**src/rtl/alu_arbiter_if.sv**
```systemverilog
// Request/response bus between alu_arbiter and its two client ports.
// The slave modport is the arbiter side; the master modport is the client side.
interface alu_arbiter_if;
    logic [1:0]  req_valid;
    logic [1:0]  req_ready;
    logic [15:0] req_a0;
    logic [15:0] req_b0;
    logic [15:0] req_a1;
    logic [15:0] req_b1;
    logic [3:0]  req_op0;
    logic [3:0]  req_op1;
    logic [1:0]  rsp_valid;
    logic [1:0]  rsp_ready;
    logic [31:0] rsp_out;
    logic        rsp_ovf;
    logic        rsp_cout;
    logic        rsp_err;

    modport master (
        output req_valid, req_a0, req_b0, req_a1, req_b1, req_op0, req_op1, rsp_ready,
        input  req_ready, rsp_valid, rsp_out, rsp_ovf, rsp_cout, rsp_err
    );

    modport slave (
        input  req_valid, req_a0, req_b0, req_a1, req_b1, req_op0, req_op1, rsp_ready,
        output req_ready, rsp_valid, rsp_out, rsp_ovf, rsp_cout, rsp_err
    );
endinterface

```
**src/rtl/alu_arbiter.sv**
```systemverilog
// Two-port arbiter/sequencer sharing one combinational 16-bit ALU (IDLE -> EXEC -> RESP).
// Define ALU_ARB_FIXED_PRIO_EN for fixed priority (port 0 wins ties) instead of round-robin.
module alu_arbiter (
    input  logic         i_clk,
    input  logic         i_rst,
    alu_arbiter_if.slave bus,
    output logic [15:0]  o_alu_a,
    output logic [15:0]  o_alu_b,
    output logic [3:0]   o_alu_op,
    input  logic [31:0]  i_alu_out,
    input  logic         i_alu_ovf,
    input  logic         i_alu_cout
);

    typedef enum logic [1:0] {IDLE, EXEC, RESP} state_t;

    state_t      r_state;
    logic        r_grant;
    logic [15:0] r_a;
    logic [15:0] r_b;
    logic [3:0]  r_aluOp;
    logic        r_illegal;
    logic [1:0]  r_rspValid;
    logic [31:0] r_rspOut;
    logic        r_rspOvf;
    logic        r_rspCout;
    logic        r_rspErr;

    logic        w_anyValid;
    logic        w_winner;
    logic        w_handshake;
    logic [15:0] w_selA;
    logic [15:0] w_selB;
    logic [3:0]  w_selOp;

`ifdef ALU_ARB_FIXED_PRIO_EN
    assign w_winner = ~bus.req_valid[0];
`else
    logic r_lg;
    // On a tie the port that did not win last time goes first.
    assign w_winner = (&bus.req_valid) ? ~r_lg : bus.req_valid[1];
`endif

    assign w_anyValid  = |bus.req_valid;
    assign w_handshake = (r_state == IDLE) && w_anyValid;
    assign w_selA      = w_winner ? bus.req_a1  : bus.req_a0;
    assign w_selB      = w_winner ? bus.req_b1  : bus.req_b0;
    assign w_selOp     = w_winner ? bus.req_op1 : bus.req_op0;

    assign bus.req_ready = w_handshake ? (w_winner ? 2'b10 : 2'b01) : 2'b00;
    assign bus.rsp_valid = r_rspValid;
    assign bus.rsp_out   = r_rspOut;
    assign bus.rsp_ovf   = r_rspOvf;
    assign bus.rsp_cout  = r_rspCout;
    assign bus.rsp_err   = r_rspErr;
    assign o_alu_a       = r_a;
    assign o_alu_b       = r_b;
    assign o_alu_op      = r_aluOp;

    always_ff @(posedge i_clk) begin
        if (i_rst) begin
            r_state    <= IDLE;
            r_grant    <= 1'b0;
            r_a        <= '0;
            r_b        <= '0;
            r_aluOp    <= '0;
            r_illegal  <= 1'b0;
            r_rspValid <= 2'b00;
            r_rspOut   <= '0;
            r_rspOvf   <= 1'b0;
            r_rspCout  <= 1'b0;
            r_rspErr   <= 1'b0;
`ifndef ALU_ARB_FIXED_PRIO_EN
            r_lg       <= 1'b1;
`endif
        end else begin
            case (r_state)
                IDLE: begin
                    if (w_handshake) begin
                        r_grant   <= w_winner;
                        r_a       <= w_selA;
                        r_b       <= w_selB;
                        // Illegal opcodes never reach the ALU; it sees a harmless AND instead.
                        r_illegal <= (w_selOp > 4'd10);
                        r_aluOp   <= (w_selOp > 4'd10) ? 4'd0 : w_selOp;
`ifndef ALU_ARB_FIXED_PRIO_EN
                        r_lg      <= w_winner;
`endif
                        r_state   <= EXEC;
                    end
                end
                EXEC: begin
                    r_rspOut   <= r_illegal ? 32'd0 : i_alu_out;
                    r_rspOvf   <= r_illegal ? 1'b0  : i_alu_ovf;
                    r_rspCout  <= r_illegal ? 1'b0  : i_alu_cout;
                    r_rspErr   <= r_illegal;
                    r_rspValid <= r_grant ? 2'b10 : 2'b01;
                    r_state    <= RESP;
                end
                RESP: begin
                    if (bus.rsp_ready[r_grant]) begin
                        r_rspValid <= 2'b00;
                        r_state    <= IDLE;
                    end
                end
                default: begin
                    r_rspValid <= 2'b00;
                    r_state    <= IDLE;
                end
            endcase
        end
    end

endmodule

```
**src/flat_wrapper.sv**
```systemverilog
// flat-port wrapper written by rule: the top's interface ports become plain ports
module alu_arbiter_flat 
  (i_clk, i_rst, o_alu_a, o_alu_b, o_alu_op, i_alu_out, i_alu_ovf, i_alu_cout, bus_req_valid, bus_req_a0, bus_req_b0, bus_req_a1, bus_req_b1, bus_req_op0, bus_req_op1, bus_rsp_ready, bus_req_ready, bus_rsp_valid, bus_rsp_out, bus_rsp_ovf, bus_rsp_cout, bus_rsp_err);
  alu_arbiter_if bus_i ();
  input  logic i_clk;
  input  logic i_rst;
  output logic [15:0] o_alu_a;
  output logic [15:0] o_alu_b;
  output logic [3:0] o_alu_op;
  input  logic [31:0] i_alu_out;
  input  logic i_alu_ovf;
  input  logic i_alu_cout;
  input wire logic [$bits(bus_i.req_valid)-1:0] bus_req_valid;
  input wire logic [$bits(bus_i.req_a0)-1:0] bus_req_a0;
  input wire logic [$bits(bus_i.req_b0)-1:0] bus_req_b0;
  input wire logic [$bits(bus_i.req_a1)-1:0] bus_req_a1;
  input wire logic [$bits(bus_i.req_b1)-1:0] bus_req_b1;
  input wire logic [$bits(bus_i.req_op0)-1:0] bus_req_op0;
  input wire logic [$bits(bus_i.req_op1)-1:0] bus_req_op1;
  input wire logic [$bits(bus_i.rsp_ready)-1:0] bus_rsp_ready;
  output wire logic [$bits(bus_i.req_ready)-1:0] bus_req_ready;
  output wire logic [$bits(bus_i.rsp_valid)-1:0] bus_rsp_valid;
  output wire logic [$bits(bus_i.rsp_out)-1:0] bus_rsp_out;
  output wire logic [$bits(bus_i.rsp_ovf)-1:0] bus_rsp_ovf;
  output wire logic [$bits(bus_i.rsp_cout)-1:0] bus_rsp_cout;
  output wire logic [$bits(bus_i.rsp_err)-1:0] bus_rsp_err;
  assign bus_i.req_valid = bus_req_valid;
  assign bus_i.req_a0 = bus_req_a0;
  assign bus_i.req_b0 = bus_req_b0;
  assign bus_i.req_a1 = bus_req_a1;
  assign bus_i.req_b1 = bus_req_b1;
  assign bus_i.req_op0 = bus_req_op0;
  assign bus_i.req_op1 = bus_req_op1;
  assign bus_i.rsp_ready = bus_rsp_ready;
  assign bus_req_ready = bus_i.req_ready;
  assign bus_rsp_valid = bus_i.rsp_valid;
  assign bus_rsp_out = bus_i.rsp_out;
  assign bus_rsp_ovf = bus_i.rsp_ovf;
  assign bus_rsp_cout = bus_i.rsp_cout;
  assign bus_rsp_err = bus_i.rsp_err;
  alu_arbiter u_core (.i_clk(i_clk), .i_rst(i_rst), .bus(bus_i), .o_alu_a(o_alu_a), .o_alu_b(o_alu_b), .o_alu_op(o_alu_op), .i_alu_out(i_alu_out), .i_alu_ovf(i_alu_ovf), .i_alu_cout(i_alu_cout));
endmodule
```
**config.mk**
```make
export PLATFORM = sky130hd
export DESIGN_NAME = alu_arbiter_flat
export DESIGN_NICKNAME = d
export VERILOG_FILES = /design/src/rtl/alu_arbiter_if.sv /design/src/rtl/alu_arbiter.sv /design/src/flat_wrapper.sv
export SDC_FILE = /design/constraint.sdc
export NUM_CORES = 1
export LEC_CHECK = 0
export CORE_UTILIZATION = 35
export CTS_CLUSTER_DIAMETER = 100
export CTS_CLUSTER_SIZE = 10
export DETAILED_ROUTE_END_ITERATION = 6
export HOLD_SLACK_MARGIN = 0.15
export PLACE_DENSITY = 0.78
export SLEW_MARGIN = 10
export SYNTH_ARGS = -nofsm -noshare
export SYNTH_HDL_FRONTEND = slang
export SYNTH_SLANG_ARGS = --single-unit
```
**constraint.sdc**
```tcl
create_clock -name i_clk -period 1.28 [get_ports i_clk]
set_input_delay 0.256 -clock i_clk [delete_from_list [all_inputs] [get_ports i_clk]]
set_output_delay 0.256 -clock i_clk [all_outputs]
set_load 0.005 [all_outputs]
```
==> Word-level counts from Yosys, hierarchy flattened <==
Cells that the tools add are included.
{ "totals": {"ff_bits": 78, "elab_cells": 44, "input_bits": 112} }
{ "classes": {"n_reduce_logical": 7, "n_bitwise": 2, "magnitude_cmp": 2, "mux": 17, "n_eq_ne": 4} }
{ "ops": {"columns": ["operator", "count"], "rows": [
  ["two-way mux 16 bit", 2],
  ["two-way mux 32 bit", 1],
  ["one-hot mux 2 bit (3 select lines)", 2],
  ["two-way mux 2 bit", 5],
  ["two-way mux 4 bit", 2],
  ["AND reduction 2 bit", 4],
  ["two-way mux 1 bit", 5],
  ["greater-than comparator 4 bit, second input constant", 1],
  ["inequality test 2 x 1 -> 1 bit, second input constant", 2],
  ["== test 2 x 1 -> 1 bit, second input constant", 1],
  ["== test 2 bit, second input constant", 1],
  ["zero test 2 bit", 1],
  ["less-than comparator 1 x 2 -> 1 bit, second input constant", 1],
  ["inverter 1 bit", 2],
  ["OR reduction 2 bit", 1],
  ["logical AND 1 bit", 1]
]} }

==> Logic depth before layout (Yosys ltp) <==
{ "logic_depth": {"depth_word": 5, "mapped_depth": 6, "mapped_depth_nobuf": 4} }

==> Worst setup path before layout <==
OpenSTA, ideal clock, no wires.
{ "synth_path": {"kind": "register to register", "from": "register u_core.r_state[1]", "to": "register u_core.r_a[10], in the netlist u_core.o_alu_a[10]", "setup_ns": 0.132, "stages_incl_launch_ff": 7, "required_ns": 1.148, "setup_slack_ns": -0.011, "t_arrival_ns": 1.158, "path_buffers": 3, "path_cell_list": "dfxtp_1 buf_2 or2_1 buf_2 buf_2 o21ai_0 a31oi_1"} }
{ "synth_via": {"elab_chain_len": 3} }
{ "synth_lines": {"columns": ["element", "line_no", "text"], "rows": [
  ["from (decl)", "alu_arbiter.sv:17", "state_t r_state;"],
  ["from (signal assigned)", "alu_arbiter.sv:62", "r_state <= IDLE;"],
  ["from (signal assigned)", "alu_arbiter.sv:89", "r_state <= EXEC;"],
  ["from (signal assigned)", "alu_arbiter.sv:98", "r_state <= RESP;"],
  ["zero test 2 bit *", "alu_arbiter.sv:45, alu_arbiter.sv:77", null],
  ["logical AND 1 bit", "alu_arbiter.sv:45", "assign w_handshake = (r_state == IDLE) && w_anyValid;"],
  ["AND reduction 2 bit (no line) *", null, null],
  ["to (signal assigned)", "alu_arbiter.sv:81", "r_a <= w_selA;"],
  ["to (decl)", "alu_arbiter.sv:19", "logic [15:0] r_a;"]
]} }
Mark *: on every way between the ends. The rest lies on a longest branch, timed or not.
A chain may end at the register's enable or synchronous reset.

==> Worst setup path in the final report <==
{ "layout_path": {"from": "register u_core.r_state[1]", "to": "register u_core.r_aluOp[3], in the netlist u_core.o_alu_op[3]"} }
{ "layout_via": {"elab_chain_len": 3} }
{ "layout_lines": {"columns": ["element", "line_no", "text"], "rows": [
  ["zero test 2 bit *", "alu_arbiter.sv:45, alu_arbiter.sv:77", null],
  ["logical AND 1 bit", "alu_arbiter.sv:45", null],
  ["AND reduction 2 bit (no line) *", null, null],
  ["to (signal assigned)", "alu_arbiter.sv:85", "r_aluOp <= (w_selOp > 4'd10) ? 4'd0 : w_selOp;"],
  ["to (decl)", "alu_arbiter.sv:21", "logic [3:0] r_aluOp;"]
]} }
Marked as above.

==> results <==
- CTS placed an instance of clkbuf_8 at the clock tree root.
- Of the total synthesized cell area, the portion taken by AND, OR, NAND and NOR gates is 0.254.
- The classification of the worst setup path is reg2reg.
- The number of I/O port buffers is 186.
- For this run, the leading register cell type out of synthesis is dfxtp_1.
- The die area is 10,200 µm².
- For this run, the detailed router's first-pass iteration total came to 4.
- The total track usage is 0.211.
- The final hold violation count came to 0.
- Counting distinct cell types in the post-synthesis netlist gives 30.
- Data on the critical path arrives at its endpoint at 1.67 ns.
- The HPWL reported at the end of detailed placement is 7.63 mm.
- The number of buffers created by CTS is 9.
- The most frequent standard cell in the layout excluding fill and tap cells is clkdlybuf4s50_1.
- In this run the cell area measured after placement is between 5000 and 6000 µm².
- Entering global routing, the biggest net connects 45 pins.
- The clock drives 78 sinks.
- The total leakage power is 2.45 nW.
- The synthesized-area fraction occupied by adder cells is 0.
- The DRC violation count after routing is 0.
- Measured along the x axis, the die boundary spans 101 µm.
- The share of the Yosys chip area taken by registers is 0.456.
- The routed via count is 3,948.
- The number of synthesized flops with an enable pin is 0.
- Setup slack on the critical path of the routed design comes to -0.167 ns.
- The clock tree buffer depth is 2.
- The number of nets in the finished design is 717.
- The first-pass GRT wire length is 17.0 mm.
- The library cells used most frequently in the layout, excluding fill and tap cells, are clkdlybuf4s50_1, dlygate4sd2_1, nand3_1.
- The checks that failed: negative setup slack.
- Between clock sinks in the finished design, the worst skew comes to 0.00822 ns.
- The total I/O pin count is 187.
- Dividing total power by cell area gives a power density of 1070 nW/µm².
- The total of warnings raised by yosys is 0.
- The run finished, with violations left.
- The transition time of the tightest slew-check pin is around 0.37 ns.
- The worst pin sits at a relative slew slack of 0.755.
- The number of diodes is 0.
- For this configuration, the core starts out at a cell density of 0.365.
- The category of the worst setup path capture point is a register.
- Across the VDD grid, the largest voltage drop is 0.585 mV.
- The number of nets still failing antenna checks after routing is 0.
- The area fraction in compound gates after synthesis is 0.205.
- After clock tree synthesis, the flow added hold-fix buffers numbering 0.
- By area, the combinational part of the netlist is dominated by simple AND/OR/NAND/NOR gates.
- The worst setup path is launched from a register.
- The aggregate global routing overflow is 0.
- From synthesis to final layout, the design area changed by 76.0%.
- After synthesis the netlist holds a flip-flop and latch count of 78.
- Before CTS, the worst setup slack after placement is -0.673 ns.
- The number of max-slew violations in the final report came to 0.
- TritonCTS built the clock tree.
- The number of antenna violations at the first check in global routing was 0.
- The cell area after synthesis is 3420 µm².
- After technology mapping, the gate count stands at 410.
- The number of global-route vias before repair came to 3,632.
- Clock-pin slew was measured on the worst setup and hold paths at around 0.08 ns.
- Of the cells placed in the final design, the portion with a size suffix greater than 1 is 0.208.
- The die height is roughly 100 µm.
- The multiplexer area fraction after synthesis is 0.0121.
- Setup violations remaining at the end of the flow were counted as roughly 70.
- STA puts the critical path data required time at 1.50 ns.
- The later pin in the worst-skew pair is clocked with a latency of 0.34 ns.
- The post-route fraction of the period consumed by the critical path is 1.13.
- The share of synthesized registers carrying an async set or reset is 0.
- Static timing analysis puts the maximum clock frequency at just under 700 MHz.
- Of all nets on the critical path, the largest fanout is 9.
- Across the run, the number of max-cap violations was 0.
- The core region area is 9370 µm².
- The wire length per cell after detailed routing is approximately 16 µm.
- Summed over all failing endpoints, the final setup total negative slack is -6.53 ns.
- The number of H-tree levels is 3.
- The number of DRC markers in iteration 0 is ~110.
- Setup repair after global routing could not meet its margin everywhere.
- The kind of path behind the tightest hold check is in2reg.
- The weighted congestion at the end of routability-driven global placement is 0.830.
- The number of rows created at floorplan is 35.
- The mean post-synth cell area is 8.35 µm².
- Of the total synthesized cell area, the portion taken by XOR and XNOR cells is 0.
- Wires add up to 12.0 mm.
- When the netlist entered floorplanning its net count stood at 522.
- Once layout is done, the placed cells without fillers occupy 6020 µm².
- The shortest clock period the worst path allows after layout is 1.45 ns.
- Using the TritonRoute via totals, the vias-per-cell ratio works out to 5.34.
- The design draws 6.46 mW.
power by group:
| group | internal, mW | total (mW) | switching, mW | leakage (nW) |
|---|---|---|---|---|
| logic | 1.05 | 1.88 | 0.826 | 1.70 |
| registers | 2.64 | 2.77 | 0.121 | 0.653 |
| clock network | 0.907 | 1.82 | 0.912 | 0.0935 |
| total | 4.60 | 6.46 | 1.86 | 2.45 |
final cells by class:
class	instances	area, µm²
fillers	865	3350
repair buffers	227	2300
multi-input cells	286	1750
flip-flops and latches	78	1610
well taps	129	161
clock buffers	11	131
clock inverters	5	60.1
inverters	3	11.3
Yosys cell counts (2+ instances only):
library cell	number	area, µm²
buf_1	2	7.51
clkbuf_1	12	45.0
o21ai_0	19	95.1
o41ai_1	2	17.5
buf_2	22	110
nor2_1	3	11.3
nand2b_1	3	18.8
o211ai_1	2	15.0
a311oi_1	3	26.3
dfxtp_1	78	1560
buf_6	6	67.6
o21ai_1	20	100
nor2b_1	3	18.8
a21oi_1	44	220
a31oi_1	32	200
nand3b_1	38	285
nand3_1	66	330
inv_1	3	11.3
nand2_1	39	146
mux2i_1	3	30.0
state kept, by name, summed over array words and instances (netlist names):
name,count
u_core.bus.rsp_ovf,1
u_core.o_alu_a,16
u_core.r_grant,1
u_core.r_state,2
u_core.o_alu_op,4
u_core.r_illegal,1
u_core.r_lg,1
u_core.bus.rsp_err,1
u_core.bus.rsp_cout,1
u_core.bus.rsp_valid,2
u_core.o_alu_b,16
u_core.bus.rsp_out,32
worst paths after layout:
path                                             start                      to  slack, ns  cells past startpoint
worst max-delay path                 u_core.r_state[1]      u_core.o_alu_op[3]      -0.17                      6
worst min-delay path                             i_rst   u_core.bus.rsp_out[2]       0.31                      2
worst max register to register       u_core.r_state[1]      u_core.o_alu_op[3]      -0.17                      6
worst min register to register  u_core.bus.rsp_out[10]  u_core.bus.rsp_out[10]       0.45                      2
metal layers:
metal / wire length (µm) / GRT usage
met2: 5910 / 0.386
met4: 175 / 0.0680
met1: 4870 / 0.236
met3: 1030 / 0.0603
met5: 0 / 0
worst max-delay path, stage by stage, from the launching register on:
cell and delay (ns):
dfxtp_4 0.37, buf_6 0.12, buf_6 0.12, or2_4 0.28, buf_12 0.16, o211ai_1 0.17, o41ai_1 0.10
metrics by stage:
stage | hold slack, ns | std cells | util
after floorplan | 0.420 | 410 | -
after global placement | 0.437 | 708 | 0.585
after detailed placement | 0.443 | 708 | 0.585
after CTS | 0.292 | 728 | 0.609
after global routing | 0.315 | 739 | 0.643
final | 0.309 | 739 | 0.643
cell families after synthesis:
logic type | after synthesis
AOI/OAI and AO/OA | 124
buffers and inverters | 46
DFF | 78
muxes | 4
and+or+nand+nor | 158
repair_timing:
item	CTS	global route
gates cloned	1	6
pin swaps	4	30
gates resized for setup	142	36
hold endpoints to repair	0	0
setup endpoints to repair	151	79
setup buffers	3	5
(Power assumes the default switching activity.)
